$ cat src/rtl/mem_port_arbiter.sv
// Round-robin arbiter sharing one memory port between instruction fetch (I)
// and load/store (D); the granted request is registered and held until m_ready.
//
// state | meaning
// IDLE  | no transaction; arbitrate pending requests
// BUSY  | m_req high, m_* frozen, waiting for m_ready
// DONE  | owner's valid pulse is high; return to IDLE
module mem_port_arbiter #(
  parameter int WIDTH = 32
) (
  input  logic             clk,
  input  logic             reset_n,
  input  logic             i_req,
  input  logic [WIDTH-1:0] i_addr,
  output logic [WIDTH-1:0] i_rdata,
  output logic             i_valid,
  input  logic             d_req,
  input  logic [WIDTH-1:0] d_addr,
  input  logic             d_we,
  input  logic [WIDTH-1:0] d_wdata,
  output logic [WIDTH-1:0] d_rdata,
  output logic             d_valid,
  output logic             m_req,
  output logic [WIDTH-1:0] m_addr,
  output logic             m_we,
  output logic [WIDTH-1:0] m_wdata,
  input  logic             m_ready,
  input  logic [WIDTH-1:0] m_rdata
);

  typedef enum logic [1:0] {
    IDLE = 2'd0,
    BUSY = 2'd1,
    DONE = 2'd2
  } state_t;

  localparam logic OWN_I = 1'b0;
  localparam logic OWN_D = 1'b1;

  state_t           state_q, state_d;
  logic             last_q, last_d;
  logic             owner_q, owner_d;
  logic             m_req_d;
  logic [WIDTH-1:0] m_addr_d;
  logic             m_we_d;
  logic [WIDTH-1:0] m_wdata_d;
  logic             i_valid_d, d_valid_d;
  logic [WIDTH-1:0] i_rdata_d, d_rdata_d;
  logic             grant_i, grant_d;

  // I wins unless D is also pending and I was the previous owner.
  assign grant_i = i_req && (!d_req || (last_q == OWN_D));
  assign grant_d = d_req && !grant_i;

  always_comb begin
    state_d   = state_q;
    last_d    = last_q;
    owner_d   = owner_q;
    m_req_d   = m_req;
    m_addr_d  = m_addr;
    m_we_d    = m_we;
    m_wdata_d = m_wdata;
    i_valid_d = 1'b0;
    d_valid_d = 1'b0;
    i_rdata_d = i_rdata;
    d_rdata_d = d_rdata;
    unique case (state_q)
      IDLE: begin
        if (grant_i) begin
          m_addr_d  = i_addr;
          m_we_d    = 1'b0;
          m_wdata_d = '0;
          m_req_d   = 1'b1;
          owner_d   = OWN_I;
          last_d    = OWN_I;
          state_d   = BUSY;
        end else if (grant_d) begin
          m_addr_d  = d_addr;
          m_we_d    = d_we;
          m_wdata_d = d_wdata;
          m_req_d   = 1'b1;
          owner_d   = OWN_D;
          last_d    = OWN_D;
          state_d   = BUSY;
        end
      end
      BUSY: begin
        if (m_ready) begin
          m_req_d = 1'b0;
          state_d = DONE;
          if (owner_q == OWN_I) begin
            i_rdata_d = m_rdata;
            i_valid_d = 1'b1;
          end else begin
            d_rdata_d = m_rdata;
            d_valid_d = 1'b1;
          end
        end
      end
      DONE: begin
        // No arbitration here: the owner's req may still be high this cycle.
        state_d = IDLE;
      end
      default: begin
        state_d = IDLE;
        m_req_d = 1'b0;
      end
    endcase
  end

  always_ff @(posedge clk or negedge reset_n) begin
    if (!reset_n) begin
      state_q <= IDLE;
      last_q  <= OWN_D;
      owner_q <= OWN_I;
      m_req   <= 1'b0;
      m_addr  <= '0;
      m_we    <= 1'b0;
      m_wdata <= '0;
      i_valid <= 1'b0;
      d_valid <= 1'b0;
      i_rdata <= '0;
      d_rdata <= '0;
    end else begin
      state_q <= state_d;
      last_q  <= last_d;
      owner_q <= owner_d;
      m_req   <= m_req_d;
      m_addr  <= m_addr_d;
      m_we    <= m_we_d;
      m_wdata <= m_wdata_d;
      i_valid <= i_valid_d;
      d_valid <= d_valid_d;
      i_rdata <= i_rdata_d;
      d_rdata <= d_rdata_d;
    end
  end

endmodule

$ cat config.mk
export PLATFORM = sky130hd
export DESIGN_NAME = mem_port_arbiter
export DESIGN_NICKNAME = d
export VERILOG_FILES = /design/src/rtl/mem_port_arbiter.sv
export SDC_FILE = /design/constraint.sdc
export NUM_CORES = 1
export LEC_CHECK = 0
export BUFFER_PORTS_ARGS = -buffer_cell sky130_fd_sc_hd__buf_4
export CAP_MARGIN = 20
export CORE_MARGIN = 8
export CORE_UTILIZATION = 43
export CTS_BUF_LIST = sky130_fd_sc_hd__clkbuf_4 sky130_fd_sc_hd__clkbuf_8
export DETAILED_ROUTE_END_ITERATION = 12
export PLACE_DENSITY = 0.77
export SYNTH_ARGS = -nofsm -noshare
export SYNTH_HDL_FRONTEND = slang
export SYNTH_SLANG_ARGS = --single-unit
$ cat constraint.sdc
create_clock -name clk -period 1.7 [get_ports clk]
set_clock_uncertainty 0.1 [all_clocks]
set_input_delay 0.17 -clock clk [delete_from_list [all_inputs] [get_ports clk]]
set_output_delay 0.17 -clock clk [all_outputs]
set_load 0.05 [all_outputs]
==> results.sh, run 1 <==
export IMPL_run_status="completed"
export IMPL_sink_of_the_worst_hold_path="owner_q"
export IMPL_avgRoutedWirePerCell_microns=20.8
export IMPL_start_util_pct=44.3
export IMPL_core_area_sq_um=12700
export IMPL_total_length_of_routed_wires_mm=21.0
export IMPL_vdd_drop_max_uv=1210
export IMPL_grt_max_degree=49
export IMPL_antenna_left=0
export IMPL_rr_worst_depth=4
export IMPL_grt_first_pass_wirelength_mm=32.3
export IMPL_place_port_buffers=265
export IMPL_routabilityCongestion=0.832
export IMPL_cp_buffers_inverters=1
export IMPL_p_per_area_nw_per_um2=2140
export IMPL_crit_path_slowest_cell="sky130_fd_sc_hd__dfrtp_1"
export IMPL_timing_critical_path_slowest_cell_delay_ps=410
export IMPL_setup_viol_count_final=0
export IMPL_cts_repair_timing_setup_buffer_count=0
export IMPL_r2r_start="state_q[1]"
export IMPL_cts_reportedPaths_clkPinSlew_ps=80
export IMPL_cp_data_arrival_time_ps=1880
export IMPL_report_final_slew_viol_count=0
export IMPL_hold_class="primary input to flip-flop"
export IMPL_cts_inserted_buffers=17
export IMPL_swShare_pct=49.6
export IMPL_drt_pass1_iter_count=5
export IMPL_required_ps=1920
export IMPL_hold_path_startpoint="d_req"
export IMPL_boundaryPins=266
export IMPL_critical_path_top_delay_family="simple AND/OR/NAND/NOR gates"
export IMPL_share_of_post_route_cells_with_drive_strength_above_1_pct=48.0
export IMPL_maxSlewHeadroom_pct=68.3
export IMPL_crit_reg2reg_capture="i_rdata[1]"
export IMPL_rsz0062_at_grt="yes"
export IMPL_crit_path_start_kind="flip-flop"
export IMPL_nets=954
export IMPL_crit_path_end_kind="flip-flop"
export IMPL_die_area_sq_um=17000
export IMPL_combined_area_of_all_synthesized_cells_sq_um=5610
export IMPL_timing_hold_violations_final=0
export IMPL_global_route_usage_total_pct=24.6
export IMPL_drc_errors=0
export IMPL_leakage_nw=4.53
export IMPL_count_of_cells_along_the_worst_hold_path=3
export IMPL_clk_root_buffer_cell="sky130_fd_sc_hd__clkbuf_8"
export IMPL_seq_area_frac_synth_pct=60.7
export IMPL_grt_antenna_before_repair=0
export IMPL_p_comb_share_pct=58.6
export IMPL_clock_tree_from_tritoncts="yes"
export IMPL_largest_fanout_on_the_critical_path=17
export IMPL_detail_route_iter0_violations=417
export IMPL_clock_fmax_mhz=604
export IMPL_place_hpwl_mm=12.9
export IMPL_layout_worst_path_cycle_share_pct=97.3
export IMPL_num_vias=5299
export IMPL_clock_path_buffers=2
export IMPL_post_route_min_period_ps=1650
export IMPL_fp_dieW_microns=130
export IMPL_layout_cells_non_filler=1006
export IMPL_globalRoute_totalOverflow=0
export IMPL_cts_htree_levels=4
export IMPL_syn2layout_area_growth_pct=70.9
export IMPL_number_of_global_route_vias_before_repair=5834
export IMPL_tightestPinTransition_ps=476
export IMPL_placementRows=41
export IMPL_synthDistinctLibCells=23
export IMPL_reg2reg_setup_slack_ps=50
export IMPL_p_switching_w=0.0102
export IMPL_post_synth_inst_count=420
export IMPL_clk_latency_ps=440
export IMPL_viasPerCell=5.27
export IMPL_seq_power_share_pct=28.6
export IMPL_intPower_w=0.0103
export IMPL_synth_seq_cells=136
export IMPL_crit_type="flip-flop to flip-flop"
export IMPL_clkPwrFrac_pct=12.8
export IMPL_fin_util_pct=75.7
export IMPL_maxCapViolations=0
export IMPL_place_detailed_instances=841
export IMPL_synthesis_nets=554
export IMPL_cts_sink_count=136
export IMPL_syn_area_per_cell_sq_um=13.4
export IMPL_ys_warn_count=0
export IMPL_timing_critical_path_cells="and3b_2 > nor2b_4 > buf_12 > mux2_2"
export IMPL_dieHeight_microns=130
export IMPL_report_power_total_w=0.0205
## logic make-up (layout without fill, tap and decap cells)
family / after synthesis / in the layout / share of synthesized area, %
simple gates: 44 / 44 / 4.10
buf+inv: 40 / 453 / 4.13
compound gates: 136 / 136 / 16.3
other cells: 0 / 1 / 0
flops: 136 / 136 / 60.7
mux: 64 / 64 / 14.8
## timing repair
item,4_1_cts,5_1_grt
endpoints found under the hold margin,269,0
resized for setup,0,1
endpoints found under the setup margin,0,6
hold buffers,132,0
## area by class of cell
cell class | instances | area (sq um)
timing repair buffer | 419 | 3580
sequential | 136 | 3400
fill | 716 | 3080
multi-input combinational | 244 | 1990
clock buffer | 26 | 327
tap | 172 | 215
clock inverter | 6 | 65.1
inverter | 2 | 7.51
antenna | 1 | 2.50
## cell usage in the layout, fill, tap and decap left out, types with 3 or more instances in the layout
cell type | netlist | final
sky130_fd_sc_hd__buf_4 | 0 | 278
sky130_fd_sc_hd__dfrtp_1 | 135 | 135
sky130_fd_sc_hd__dlygate4sd3_1 | 0 | 132
sky130_fd_sc_hd__mux2_2 | 35 | 35
sky130_fd_sc_hd__o21ai_0 | 34 | 34
sky130_fd_sc_hd__a21oi_1 | 34 | 34
sky130_fd_sc_hd__a22o_1 | 33 | 33
sky130_fd_sc_hd__nand3_1 | 32 | 32
sky130_fd_sc_hd__mux2_4 | 29 | 29
sky130_fd_sc_hd__a31oi_1 | 24 | 24
sky130_fd_sc_hd__clkbuf_8 | 0 | 21
sky130_fd_sc_hd__a31oi_2 | 10 | 10
sky130_fd_sc_hd__buf_12 | 0 | 8
sky130_fd_sc_hd__clkbuf_4 | 0 | 5
sky130_fd_sc_hd__nand2_1 | 3 | 3
## metal layers
metal / up-vias / global-route usage, % / wire length [microns]
li1: 2355 / - / -
met1: 2586 / 27.5 / 7730
met2: 305 / 41.8 / 10400
met3: 53 / 7.43 / 2120
met4: 0 / 12.8 / 703
met5: - / 0 / 0
## sequential cells by signal (all words and copies together) (netlist names)
name     count
d_valid      1
d_rdata     32
state_q      2
i_valid      1
m_addr      32
owner_q      1
last_q       1
i_rdata     32
m_we         1
m_req        1
m_wdata     32
## worst max-delay path by stage
stage                          start     endpoint  slack [ps]  depth (start not counted)
after floorplan           state_q[1]  i_rdata[10]         100                          5
after global routing      state_q[1]   i_rdata[1]          -4                          4
after CTS                 state_q[1]   i_rdata[1]          20                          4
final                     state_q[1]   i_rdata[1]          50                          4
after global placement    state_q[1]   i_rdata[1]          80                          4
after detailed placement  state_q[1]   i_rdata[1]          40                          4
## cells in the mapped netlist, drive strengths merged
cell / n / area share (%)
o21ai: 34 / 3.0
inv: 2 / 0.13
or2: 1 / 0.11
a21oi: 34 / 3.0
and2: 1 / 0.11
dfrtp: 135 / 60
o211a: 1 / 0.18
a22o: 33 / 5.2
nor2b: 2 / 0.22
nor2: 1 / 0.11
mux2: 64 / 15
nand3: 32 / 2.9
buf: 20 / 2.8
a31oi: 34 / 4.9
dfstp: 1 / 0.47
nand2b: 2 / 0.22
nand2: 4 / 0.31
and3b: 1 / 0.16
clkbuf: 18 / 1.2
## power groups by stage
stage | registers [W] | logic [W] | clock network, W
2_1_floorplan | 0.0108 | 0.00280 | 0
5_1_grt | 0.00601 | 0.0125 | 0.00281
6_report | 0.00586 | 0.0120 | 0.00264
4_1_cts | 0.00578 | 0.0119 | 0.00265
3_3_place_gp | 0.00574 | 0.0115 | 0
3_5_place_dp | 0.00581 | 0.0117 | 0
## through the flow
step           TNS (ps)  hold WS [ps]  worst slack [ps]  area (sq um)
2_1_floorplan         0          -226               103          5610
3_3_place_gp          0          46.2              78.0          7870
3_5_place_dp          0          42.1              41.2          7870
4_1_cts               0          28.0              23.1          9580
5_1_grt           -6.51          68.4             -3.72          9580
6_report              0          53.4              45.1          9590
## worst reg2reg max path, stage by stage, from the launching register on
cell	delay, ps
sky130_fd_sc_hd__dfrtp_1	410
sky130_fd_sc_hd__and3b_2	270
sky130_fd_sc_hd__nor2b_4	210
sky130_fd_sc_hd__buf_12	200
sky130_fd_sc_hd__mux2_2	360
(Power assumes the default switching activity.)
==> inputs of run 2 (changes only) <==
--- a/config.mk
+++ b/config.mk
@@ -7,10 +7,13 @@
 export LEC_CHECK = 0
 export BUFFER_PORTS_ARGS = -buffer_cell sky130_fd_sc_hd__buf_4
 export CAP_MARGIN = 20
-export CORE_MARGIN = 8
-export CORE_UTILIZATION = 43
+export CELL_PAD_IN_SITES_DETAIL_PLACEMENT = 0
+export CELL_PAD_IN_SITES_GLOBAL_PLACEMENT = 1
+export CORE_MARGIN = 2
+export CORE_UTILIZATION = 33
 export CTS_BUF_LIST = sky130_fd_sc_hd__clkbuf_4 sky130_fd_sc_hd__clkbuf_8
 export DETAILED_ROUTE_END_ITERATION = 12
+export GPL_TIMING_DRIVEN = 0
 export PLACE_DENSITY = 0.77
 export SYNTH_ARGS = -nofsm -noshare
 export SYNTH_HDL_FRONTEND = slang
==> run 2 against run 1 <==
Net effect:
- the flow now finishes with violations (setup timing)
- combinational power about the same
- final cell count up 6.8%
- worst setup slack worse by 45 ps
- flip-flop and latch count unchanged
- critical path depth up 1
- first-iteration DRC count down 41%
- via count down 1.8%
- critical endpoint is now i_rdata[7]
- highest routed layer unchanged
==> results.sh, run 2 (synthesis gave the netlist of run 1 again) <==
export IMPL_run_status="finished with violations"
export IMPL_failing_checks="setup timing"
export IMPL_drt_pass1_iter_count=4
export IMPL_clock_tree_from_tritoncts="yes"
export IMPL_grt_max_degree=89
export IMPL_clock_path_buffers=2
export IMPL_cts_inserted_buffers=17
export IMPL_tightestPinTransition_ps=494
export IMPL_cts_htree_levels=4
export IMPL_share_of_post_route_cells_with_drive_strength_above_1_pct=47.8
export IMPL_layout_cells_most_common="sky130_fd_sc_hd__buf_4"
export IMPL_hold_class="primary input to async pin"
export IMPL_vdd_drop_max_uv=1460
export IMPL_detail_route_iter0_violations=248
export IMPL_setup_viol_count_final=1
export IMPL_syn2layout_area_growth_pct=75.4
export IMPL_drc_errors=0
export IMPL_total_length_of_routed_wires_mm=18.2
export IMPL_num_vias=5201
export IMPL_place_port_buffers=264
export IMPL_layout_worst_path_cycle_share_pct=100
export IMPL_cp_data_arrival_time_ps=1930
export IMPL_crit_path_end_kind="flip-flop"
export IMPL_grt_antenna_before_repair=0
export IMPL_number_of_global_route_vias_before_repair=5525
export IMPL_post_route_min_period_ps=1700
export IMPL_place_hpwl_mm=12.4
export IMPL_commonest_cells_after_routing_fill_and_taps_aside="sky130_fd_sc_hd__buf_4 (266), sky130_fd_sc_hd__dfrtp_1 (135), sky130_fd_sc_hd__dlygate4sd3_1 (132)"
export IMPL_timing_hold_violations_final=0
export IMPL_avgRoutedWirePerCell_microns=17.0
export IMPL_required_ps=1930
export IMPL_worst_slack_ps=-0.355
export IMPL_grt_met2_usage_pct=34.3
export IMPL_clk_latency_ps=440
export IMPL_met1_usage_pct=24.3
export IMPL_nets=976
export IMPL_dieHeight_microns=134
export IMPL_leakage_nw=4.60
export IMPL_busiest_layer="met2"
export IMPL_core_area_sq_um=16600
export IMPL_largest_fanout_on_the_critical_path=8
export IMPL_maxSlewHeadroom_pct=67.0
export IMPL_grt_first_pass_wirelength_mm=28.8
export IMPL_fp_dieW_microns=134
export IMPL_gr_usage_met3_pct=5.22
export IMPL_cts_sink_count=136
export IMPL_cts_reportedPaths_clkPinSlew_ps=80
export IMPL_start_util_pct=33.8
export IMPL_crit_type="flip-flop to flip-flop"
export IMPL_antenna_diode_count=0
export IMPL_setup_tns_final_ps=-0.355
export IMPL_die_area_sq_um=18100
export IMPL_clock_fmax_mhz=588
export IMPL_globalRoute_totalOverflow=0
export IMPL_placementRows=47
export IMPL_rsz0062_at_grt="yes"
export IMPL_viasPerCell=4.84
export IMPL_report_final_slew_viol_count=0
export IMPL_clk_root_buffer_cell="sky130_fd_sc_hd__clkbuf_8"
export IMPL_global_route_usage_total_pct=20.3
export IMPL_routabilityCongestion=0.771
export IMPL_crit_path_start_kind="flip-flop"
export IMPL_p_per_area_nw_per_um2=2110
export IMPL_boundaryPins=266
export IMPL_maxCapViolations=0
export IMPL_final_hold_worst_slack_ps=133
export IMPL_antenna_left=0
==> run 2: per-layer routing <==
metal  up-vias  share of wire [%]
met3        46                6.5
li1       2399                  -
met2       213                 50
met5         -                  0
met4         0                3.0
met1      2543                 41
==> run 2: critical path, stage by stage, from the launching register on <==
cell and delay, ps:
sky130_fd_sc_hd__dfrtp_1 430, sky130_fd_sc_hd__and3b_2 290, sky130_fd_sc_hd__nor2b_4 160, sky130_fd_sc_hd__buf_12 150, sky130_fd_sc_hd__clkbuf_16 150, sky130_fd_sc_hd__mux2_4 300
==> run 2: final cells by class <==
class                           instances  area [sq um]
Sequential cell                       136          3400
Buffer                                 38           289
Tap cell                              220           275
Fill cell                            1348          6740
Timing Repair Buffer                  403          3430
Inverter                                2          7.51
Clock inverter                         10           168
Multi-Input combinational cell        244          1990
Clock buffer                           21           277
==> run 2: timing repair <==
| item | CTS | global route |
|---|---|---|
| cloned | 0 | 2 |
| endpoints found under the setup margin | 119 | 108 |
| gates resized for setup | 18 | 10 |
| endpoints found under the hold margin | 179 | 0 |
| hold buffers | 132 | 0 |
| buffers inserted | 2 | 2 |
| pin swaps | 0 | 1 |
==> run 2: through the flow <==
stage               worst slack [ps]  instance area [sq um]  utilization (%)  cells  total power (W)
finish                        -0.355                   9840             59.3   1074           0.0208
global route                   -37.3                   9840             59.3   1074           0.0217
CTS                            0.813                   9730             58.7   1070           0.0207
detailed placement              -158                   7900             47.6    905           0.0173
global placement                -129                   7870             47.4    904           0.0171
floorplan                        103                   5610                -    420           0.0136
==> run 2: final timing paths <==
check	from	to	slack, ps	cells past startpoint
hold / removal	reset_n	i_rdata[17]	130	2
setup reg to reg	state_q[1]	i_rdata[7]	-0.4	5
setup / recovery	state_q[1]	i_rdata[7]	-0.4	5
hold reg to reg	m_wdata[28]	m_wdata[28]	410	1
min in group clk	d_req	m_addr[31]	130	5
max in group asynchronous	reset_n	m_wdata[31]	580	3
==> run 2: where the power goes <==
| part | total, W | internal, W | switching (W) | leakage, nW |
|---|---|---|---|---|
| combinational | 0.0121 | 0.00427 | 0.00780 | 2.76 |
| clock | 0.00297 | 0.00171 | 0.00127 | 0.212 |
| sequential | 0.00573 | 0.00478 | 0.000951 | 1.63 |
==> inputs of run 3 (changes only) <==
==> constraint.sdc (replaced) <==
create_clock -name clk -period 1.7 [get_ports clk]
set_clock_uncertainty 0.1 [all_clocks]
set_input_delay 0.255 -clock clk [delete_from_list [all_inputs] [get_ports clk]]
set_output_delay 0.255 -clock clk [all_outputs]
set_load 0.05 [all_outputs]
==> run 3 against run 2 <==
Net effect:
- the flow still finishes with violations (setup timing)
- clock-buffer cell count is the same
- first-iteration DRC count shrank 7.7%
- core utilization shrank 0.60 points
- global-route usage shrank 0.22 points
- non-clock buffer count shrank 10
- critical path type unchanged
- critical endpoint unchanged
==> results.sh, run 3 (synthesis gave the netlist of run 1 again) <==
export IMPL_startpoint="state_q[1]"
export IMPL_grt_first_pass_wirelength_mm=28.5
export IMPL_swShare_pct=48.2
export IMPL_critical_path_top_delay_family="simple AND/OR/NAND/NOR gates"
export IMPL_leakage_nw=4.56
export IMPL_grt_antenna_before_repair=0
export IMPL_antenna_left=0
export IMPL_globalRoute_totalOverflow=0
export IMPL_dieHeight_microns=134
export IMPL_boundaryPins=266
export IMPL_setup_tns_final_ps=-0.290
export IMPL_intPower_w=0.0108
export IMPL_timing_hold_violations_final=0
export IMPL_drt_pass1_iter_count=4
export IMPL_fp_dieW_microns=134
export IMPL_maxCapViolations=0
export IMPL_syn2layout_area_growth_pct=73.6
export IMPL_p_per_area_nw_per_um2=2130
export IMPL_path_depth=5
export IMPL_largest_fanout_on_the_critical_path=8
export IMPL_p_switching_w=0.0100
export IMPL_hold_class="primary input to flip-flop"
export IMPL_placementRows=47
export IMPL_clk_root_buffer_cell="sky130_fd_sc_hd__clkbuf_8"
export IMPL_place_detailed_instances=905
export IMPL_layout_cells_non_filler=1064
export IMPL_maxSlewHeadroom_pct=66.4
export IMPL_crit_path_slowest_cell="sky130_fd_sc_hd__dfrtp_1"
export IMPL_pre_cts_ws_ps=-158
export IMPL_die_area_sq_um=18100
export IMPL_worst_setup_path_endpoint="i_rdata[7]"
export IMPL_tightestPinTransition_ps=503
export IMPL_core_area_sq_um=16600
export IMPL_drc_errors=0
export IMPL_viasPerCell=4.84
export IMPL_antenna_diode_count=0
export IMPL_post_route_min_period_ps=1700
export IMPL_fin_util_pct=58.7
export IMPL_clk_latency_ps=440
export IMPL_clkPwrFrac_pct=14.3
export IMPL_cts_inserted_buffers=17
export IMPL_seq_power_share_pct=27.6
export IMPL_avgRoutedWirePerCell_microns=17.0
export IMPL_commonest_cells_after_routing_fill_and_taps_aside="sky130_fd_sc_hd__buf_4 (266), sky130_fd_sc_hd__dfrtp_1 (135), sky130_fd_sc_hd__dlygate4sd3_1 (122)"
export IMPL_place_port_buffers=264
export IMPL_clock_path_buffers=2
export IMPL_crit_path_end_kind="flip-flop"
export IMPL_crit_path_start_kind="flip-flop"
export IMPL_layout_worst_path_cycle_share_pct=100
export IMPL_rr_worst_depth=5
export IMPL_crit_reg2reg_capture="i_rdata[7]"
export IMPL_cts_htree_levels=4
export IMPL_cts_sink_count=136
export IMPL_required_ps=1930
export IMPL_routabilityCongestion=0.771
export IMPL_grt_max_degree=89
export IMPL_timing_critical_path_cells="and3b_2 > nor2b_4 > buf_12 > clkbuf_16 > mux2_4"
export IMPL_clock_tree_from_tritoncts="yes"
export IMPL_report_final_slew_viol_count=0
export IMPL_cp_data_arrival_time_ps=1930
export IMPL_cts_reportedPaths_clkPinSlew_ps=80
export IMPL_cp_buffers_inverters=2
export IMPL_share_of_post_route_cells_with_drive_strength_above_1_pct=48.3
export IMPL_nets=966
export IMPL_r2r_start="state_q[1]"
export IMPL_run_status="finished with violations"
export IMPL_setup_viol_count_final=1
export IMPL_failing_checks="setup timing"
export IMPL_place_hpwl_mm=12.4
export IMPL_timing_critical_path_slowest_cell_delay_ps=430
export IMPL_worst_slack_ps=-0.290
export IMPL_start_util_pct=33.8
export IMPL_total_length_of_routed_wires_mm=18.1
export IMPL_global_route_usage_total_pct=20.0
export IMPL_layout_cells_most_common="sky130_fd_sc_hd__buf_4"
export IMPL_num_vias=5153
export IMPL_vdd_drop_max_uv=1460
export IMPL_p_comb_share_pct=58.0
export IMPL_reg2reg_setup_slack_ps=-0.3
export IMPL_clock_fmax_mhz=588
export IMPL_number_of_global_route_vias_before_repair=5454
export IMPL_crit_type="flip-flop to flip-flop"
export IMPL_detail_route_iter0_violations=229
export IMPL_rsz0062_at_grt="yes"
run 3: per-layer routing:
| layer | GRT usage [%] | vias to the layer above | share of wire (%) |
|---|---|---|---|
| li1 | - | 2375 | - |
| met2 | 34.2 | 206 | 50 |
| met5 | 0 | - | 0 |
| met4 | 8.25 | 0 | 2.6 |
| met1 | 24.2 | 2530 | 41 |
| met3 | 5.14 | 42 | 6.4 |
run 3: per-stage QoR:
| step | area [sq um] | hold WS, ps | total power, W |
|---|---|---|---|
| floorplan | 5610 | -141 | 0.0136 |
| global placement | 7870 | 370 | 0.0171 |
| detailed placement | 7900 | 128 | 0.0173 |
| CTS | 9630 | 3.97 | 0.0207 |
| global route | 9740 | 22.5 | 0.0217 |
| finish | 9740 | 42.6 | 0.0208 |
run 3: worst min-delay path by stage:
stage | slack (ps) | depth (start not counted) | end | from
after floorplan | -140 | 0 | d_rdata[0] | reset_n
after global placement | 370 | 2 | state_q[0] | m_ready
after detailed placement | 130 | 1 | i_rdata[17] | reset_n
after CTS | 4 | 3 | m_addr[0] | i_addr[0]
after global routing | 20 | 3 | m_addr[3] | i_addr[3]
final | 40 | 3 | m_addr[6] | d_addr[6]
run 3: area by class of cell:
class	count	area, sq um
tap	220	275
timing repair buffer	393	3330
inverter	2	7.51
fill	1362	6840
sequential	136	3400
buffer	38	289
clock buffer	21	277
multi-input combinational	244	1990
clock inverter	10	168
run 3: what timing repair did:
item                                    in CTS  in global routing
hold buffers                               122                  0
buffers inserted                             2                  2
gates resized for setup                     18                  9
pin swaps                                    0                  1
cloned                                       0                  2
endpoints found under the setup margin     119                109
endpoints found under the hold margin      176                  0
run 3: power by group through the flow:
| stage | Combinational (W) | Clock (W) | Sequential (W) |
|---|---|---|---|
| after global placement | 0.0115 | 0 | 0.00567 |
| after CTS | 0.0119 | 0.00306 | 0.00570 |
| final | 0.0120 | 0.00297 | 0.00574 |
| after detailed placement | 0.0116 | 0 | 0.00573 |
| after global routing | 0.0126 | 0.00321 | 0.00592 |
| after floorplan | 0.00280 | 0 | 0.0108 |
run 3: worst reg2reg max path, stage by stage (launching register included):
cell and delay, ps:
sky130_fd_sc_hd__dfrtp_1 430, sky130_fd_sc_hd__and3b_2 290, sky130_fd_sc_hd__nor2b_4 160, sky130_fd_sc_hd__buf_12 150, sky130_fd_sc_hd__clkbuf_16 160, sky130_fd_sc_hd__mux2_4 300
